$ cat src/rtl/instr_fetch_unit_pkg.sv
// rtl/instr_fetch_unit_pkg.sv - shared constants and types for the instruction fetch unit
package instr_fetch_unit_pkg;

   // Default word widths; the opcode field is the top OPCODE_WIDTH bits of the IR.
   localparam int DEFAULT_DATA_WIDTH   = 16;
   localparam int DEFAULT_ADDR_WIDTH   = 16;
   localparam int DEFAULT_OPCODE_WIDTH = 7;

   // Fetch FSM state encoding.
   typedef enum logic [1:0] {
      ST_IDLE   = 2'd0,
      ST_RD_IR  = 2'd1,
      ST_RD_IMM = 2'd2
   } fetch_state_e;

endpackage

$ cat src/rtl/instr_fetch_unit_pc_counter.sv
// rtl/instr_fetch_unit_pc_counter.sv - loadable, incrementing, wrapping program counter
module instr_fetch_unit_pc_counter #(
   parameter int                    ADDR_WIDTH = 16,
   parameter logic [ADDR_WIDTH-1:0] RESET_PC   = '0
) (
   input  logic                  clock,
   input  logic                  reset,
   input  logic                  load,
   input  logic [ADDR_WIDTH-1:0] load_value,
   input  logic                  incr,
   output logic [ADDR_WIDTH-1:0] pc
);

   logic [ADDR_WIDTH-1:0] pc_q;
   logic [ADDR_WIDTH-1:0] pc_d;

   // Next PC: load has priority; increment wraps naturally at 2^ADDR_WIDTH.
   always_comb begin
      pc_d = pc_q;
      if (load) begin
         pc_d = load_value;
      end else if (incr) begin
         pc_d = pc_q + ADDR_WIDTH'(1);
      end
   end

   // PC register with asynchronous reset to RESET_PC.
   always_ff @(posedge clock or posedge reset) begin
      if (reset) begin
         pc_q <= RESET_PC;
      end else begin
         pc_q <= pc_d;
      end
   end

   assign pc = pc_q;

endmodule

$ cat src/rtl/instr_fetch_unit.sv
// rtl/instr_fetch_unit.sv - PC/IR/IMM owner fetching words over a req/ack memory port
module instr_fetch_unit
   import instr_fetch_unit_pkg::*;
#(
   parameter int                    DATA_WIDTH   = DEFAULT_DATA_WIDTH,
   parameter int                    ADDR_WIDTH   = DEFAULT_ADDR_WIDTH,
   parameter int                    OPCODE_WIDTH = DEFAULT_OPCODE_WIDTH,
   parameter logic [ADDR_WIDTH-1:0] RESET_PC     = '0
) (
   input  logic                    clock,
   input  logic                    reset,
   input  logic                    fetch_ir,
   input  logic                    fetch_imm,
   input  logic                    pc_load,
   input  logic [ADDR_WIDTH-1:0]   pc_in,
   output logic                    mem_req,
   output logic [ADDR_WIDTH-1:0]   mem_addr,
   input  logic                    mem_ack,
   input  logic [DATA_WIDTH-1:0]   mem_rdata,
   output logic [ADDR_WIDTH-1:0]   pc,
   output logic [DATA_WIDTH-1:0]   ir,
   output logic [OPCODE_WIDTH-1:0] opcode,
   output logic [DATA_WIDTH-1:0]   imm,
   output logic                    busy,
   output logic                    done
);

   fetch_state_e          state_q, state_d;
   logic [DATA_WIDTH-1:0] ir_q, ir_d;
   logic [DATA_WIDTH-1:0] imm_q, imm_d;
   logic                  mem_req_q, mem_req_d;
   logic [ADDR_WIDTH-1:0] mem_addr_q, mem_addr_d;
   logic                  done_q, done_d;
   logic                  pc_load_en;
   logic                  pc_incr;
   logic [ADDR_WIDTH-1:0] fetch_addr;

   // A same-cycle pc_load takes effect before the fetch, so the fetch address follows pc_in.
   assign fetch_addr = pc_load ? pc_in : pc;

   instr_fetch_unit_pc_counter #(
      .ADDR_WIDTH (ADDR_WIDTH),
      .RESET_PC   (RESET_PC)
   ) u_pc_counter (
      .clock      (clock),
      .reset      (reset),
      .load       (pc_load_en),
      .load_value (pc_in),
      .incr       (pc_incr),
      .pc         (pc)
   );

   // Fetch FSM next-state and register updates; commands are only honoured in IDLE.
   always_comb begin
      state_d    = state_q;
      ir_d       = ir_q;
      imm_d      = imm_q;
      mem_req_d  = mem_req_q;
      mem_addr_d = mem_addr_q;
      done_d     = 1'b0;
      pc_load_en = 1'b0;
      pc_incr    = 1'b0;
      case (state_q)
         ST_IDLE: begin
            pc_load_en = pc_load;
            if (fetch_ir) begin
               state_d    = ST_RD_IR;
               mem_req_d  = 1'b1;
               mem_addr_d = fetch_addr;
            end else if (fetch_imm) begin
               state_d    = ST_RD_IMM;
               mem_req_d  = 1'b1;
               mem_addr_d = fetch_addr;
            end
         end
         ST_RD_IR, ST_RD_IMM: begin
            if (mem_ack) begin
               if (state_q == ST_RD_IR) begin
                  ir_d = mem_rdata;
               end else begin
                  imm_d = mem_rdata;
               end
               pc_incr   = 1'b1;
               mem_req_d = 1'b0;
               done_d    = 1'b1;
               state_d   = ST_IDLE;
            end
         end
         default: begin
            state_d   = ST_IDLE;
            mem_req_d = 1'b0;
         end
      endcase
   end

   // State and datapath registers; reset abandons any outstanding fetch.
   always_ff @(posedge clock or posedge reset) begin
      if (reset) begin
         state_q    <= ST_IDLE;
         ir_q       <= '0;
         imm_q      <= '0;
         mem_req_q  <= 1'b0;
         mem_addr_q <= '0;
         done_q     <= 1'b0;
      end else begin
         state_q    <= state_d;
         ir_q       <= ir_d;
         imm_q      <= imm_d;
         mem_req_q  <= mem_req_d;
         mem_addr_q <= mem_addr_d;
         done_q     <= done_d;
      end
   end

   assign mem_req  = mem_req_q;
   assign mem_addr = mem_addr_q;
   assign ir       = ir_q;
   assign imm      = imm_q;
   assign opcode   = ir_q[DATA_WIDTH-1 -: OPCODE_WIDTH];
   assign busy     = (state_q != ST_IDLE);
   assign done     = done_q;

endmodule
$ cat config.mk
export PLATFORM = sky130hd
export DESIGN_NAME = instr_fetch_unit
export DESIGN_NICKNAME = d
export VERILOG_FILES = /design/src/rtl/instr_fetch_unit_pkg.sv /design/src/rtl/instr_fetch_unit_pc_counter.sv /design/src/rtl/instr_fetch_unit.sv
export SDC_FILE = /design/constraint.sdc
export NUM_CORES = 1
export LEC_CHECK = 0
export ABC_CLOCK_PERIOD_IN_PS = 3300
export BUFFER_PORTS_ARGS = -buffer_cell sky130_fd_sc_hd__buf_2
export CAP_MARGIN = 20
export CORE_MARGIN = 2
export CORE_UTILIZATION = 50
export DETAILED_ROUTE_END_ITERATION = 7
export PLACE_DENSITY_LB_ADDON = 0.12
export RECOVER_POWER = 50
export SYNTH_ARGS = -nofsm -noshare
export SYNTH_HDL_FRONTEND = slang
export SYNTH_HIERARCHICAL = 1
export SYNTH_SLANG_ARGS = --single-unit
$ cat constraint.sdc
create_clock -name clock -period 3.3 [get_ports clock]
set_input_delay 0.165 -clock clock [delete_from_list [all_inputs] [get_ports clock]]
set_output_delay 0.165 -clock clock [all_outputs]
set_load 0.05 [all_outputs]
==> metrics.csv <==
metric;value;unit
wirelength;6.68;mm
grt_max_degree;33;
portBuffers;111;
post-route-util;63.0;%
final_nets;419;
seq_area_frac_synth;53.7;%
antenna_cells;0;
cts_buffer_depth;2;
synth_top_family_by_area;multiplexers;
required;3.51;ns
synthSimpleGateAreaFrac;10.9;%
slew_headroom;26.0;%
synth-seq-cells;68;
drc;0;
hold_violations;0;
placedInstanceArea;3730;um^2
yosys_warnings;6;
gp_congestion;0.750;
startpoint_type;flop;
worstMarginPinSlew;1.11;ns
drv_slew;0;
synth_mux_area_share;19.3;%
drv_cap;0;
die_area;6990;um^2
dieWidth;83.6;um
dominantRegCellSynth;dfrtp_1;
ios;112;
finClkSkew;0.00575;ns
avgRoutedWirePerCell;14.6;um
layout_common_cells;74 x buf_2, 68 x dfrtp_1, 37 x nand2_1, 37 x clkbuf_1, 30 x o21ai_0;
cp_slowest_cell;nand2b_1;
avgViaCountPerCell;5.07;
fin_crit;2.43;ns
path_delay_family;simple AND/OR/NAND/NOR gates;
crit_cells;5;
preCtsSetupSlack;1.09;ns
cts_buffers;9;
grt_overflow;0;
cts_tree;done;
fp-row-count;29;
async_reset_ff_share;100;%
synth_edf_count;0;
mostFrequentLayoutCell;buf_2;
setup_viol;0;
postLayoutSetupSlackWorst;0.867;ns
outcome;finished, final reports clean;
postLayoutCellArea;3930;um^2
dp_hpwl;4.80;mm
arrival;2.64;ns
cp_cell_sequence;inv_1, ha_1, and2_0, nand2b_1, mux2_4;
area_delta_synth_final;24.0;%
drtIter0Drc;94;
end_kind;flop;
antenna_found_initial;0;
initial_core_util;50.8;%
syn_inst;270;
hold_path.class;in2reg;
cts_max_level;3;
ys_types;30;
num_vias;2322;
grt_pass1_wl;11.0;mm
post_cts_buffers;0;
synth_area_per_cell;11.7;um^2
die_h;83.6;um
critPathKind;reg2reg;
clock.fmax;411;MHz
rsz0062_at_grt;no;
synth_compound_area_share;6.04;%
clk_latency;0.32;ns
fin_setup_tns;0;ns
slowest_delay;0.63;ns
synth.net_count;312;
drtPass1Iterations;4;
root_buffer;clkbuf_8;
core-area;6240;um^2
synthXorXnorAreaFrac;3.59;%
ant_nets;0;
fin_crit_sh;73.7;%
clk_pin_slew;0.07;ns
rr_worst_depth;5;
synthAdderAreaFrac;1.58;%
drive_gt1_share;34.4;%
clkSinkCount;68;
holdPathStages;3;
path_buf_inv;1;
first_global_vias;2245;
critPathMaxFanout;16;
fillers;542;
synthesis.area;3170;um^2
grtUsageTotal;19.8;%
## worst min-delay path, delay by kind of cell
| kind | cells | cell delay, ns |
|---|---|---|
| and+or+nand+nor | 1 | 0.04 |
| buffers and inverters | 1 | 0.09 |
| AOI/OAI and AO/OA | 1 | 0.05 |
## worst paths after layout
path | start | end | slack, ns
worst max-delay path | state_q[0] | imm[6] | 0.87
worst min-delay path | pc_in[8] | u_pc_counter/pc[8] | 0.06
worst max register to register | state_q[0] | imm[6] | 0.87
worst min register to register | mem_addr[2] | mem_addr[2] | 0.48
max in group asynchronous | reset | imm[5] | 1.92
min in group asynchronous | reset | u_pc_counter/pc[15] | 0.48
## cell usage after synthesis, types with 4 or more instances
master | number | share of area, %
ha_1 | 4 | 1.6
mux2i_1 | 19 | 6.0
clkbuf_1 | 4 | 0.47
nor2b_1 | 4 | 0.79
inv_1 | 9 | 1.1
dfrtp_1 | 68 | 54
buf_2 | 5 | 0.79
buf_4 | 8 | 1.9
nand3_1 | 5 | 0.79
nor3_1 | 4 | 0.63
xor2_1 | 5 | 1.4
mux2_4 | 10 | 4.7
o21ai_0 | 31 | 4.9
nand4_1 | 4 | 0.79
mux2_2 | 24 | 8.5
xnor2_1 | 8 | 2.2
nand2_1 | 37 | 4.4
## per-layer routing
metal | global-route usage [%] | part of all wire [%]
met5 | 0 | 0
met4 | 7.04 | 1.5
met3 | 5.14 | 5.8
met2 | 31.3 | 46
met1 | 26.5 | 47
## layout make-up
type	instances	area, um^2	share of cell area, %
clock buffer	11	151	3.85
clock inverter	4	72.6	1.85
inverter	9	33.8	0.860
multi-input combinational	174	1310	33.4
sequential	68	1700	43.3
tap	77	96.3	2.45
timing repair buffer	115	562	14.3
## sequential cells by signal, indices dropped and copies added (netlist names)
register / cells
done: 1
mem_req: 1
imm: 16
u_pc_counter/pc: 16
state_q: 2
ir: 16
mem_addr: 16
## logic make-up (layout without fill, tap and decap cells)
group,count (synthesis),count (layout)
DFF,68,68
and+or+nand+nor,67,67
muxes,53,53
AOI/OAI and AO/OA,37,37
buffers and inverters,28,139
xor gates and xnor gates,13,13
adders and majority gates,4,4
## per-stage QoR
stage	instances	hold WS, ns
after CTS	457	0.0458
after global placement	440	0.323
final	458	0.0561
after detailed placement	441	0.289
after global routing	458	0.0638
after floorplan	270	0.0787
## repair_timing
item                                   4_1_cts  5_1_grt
gates resized for setup                      0        0
hold buffers                                 1        0
endpoints found under the hold margin       42        0
Power is not shown: default switching activity piles up to over one toggle a cycle in this logic, so the estimate is an artifact.
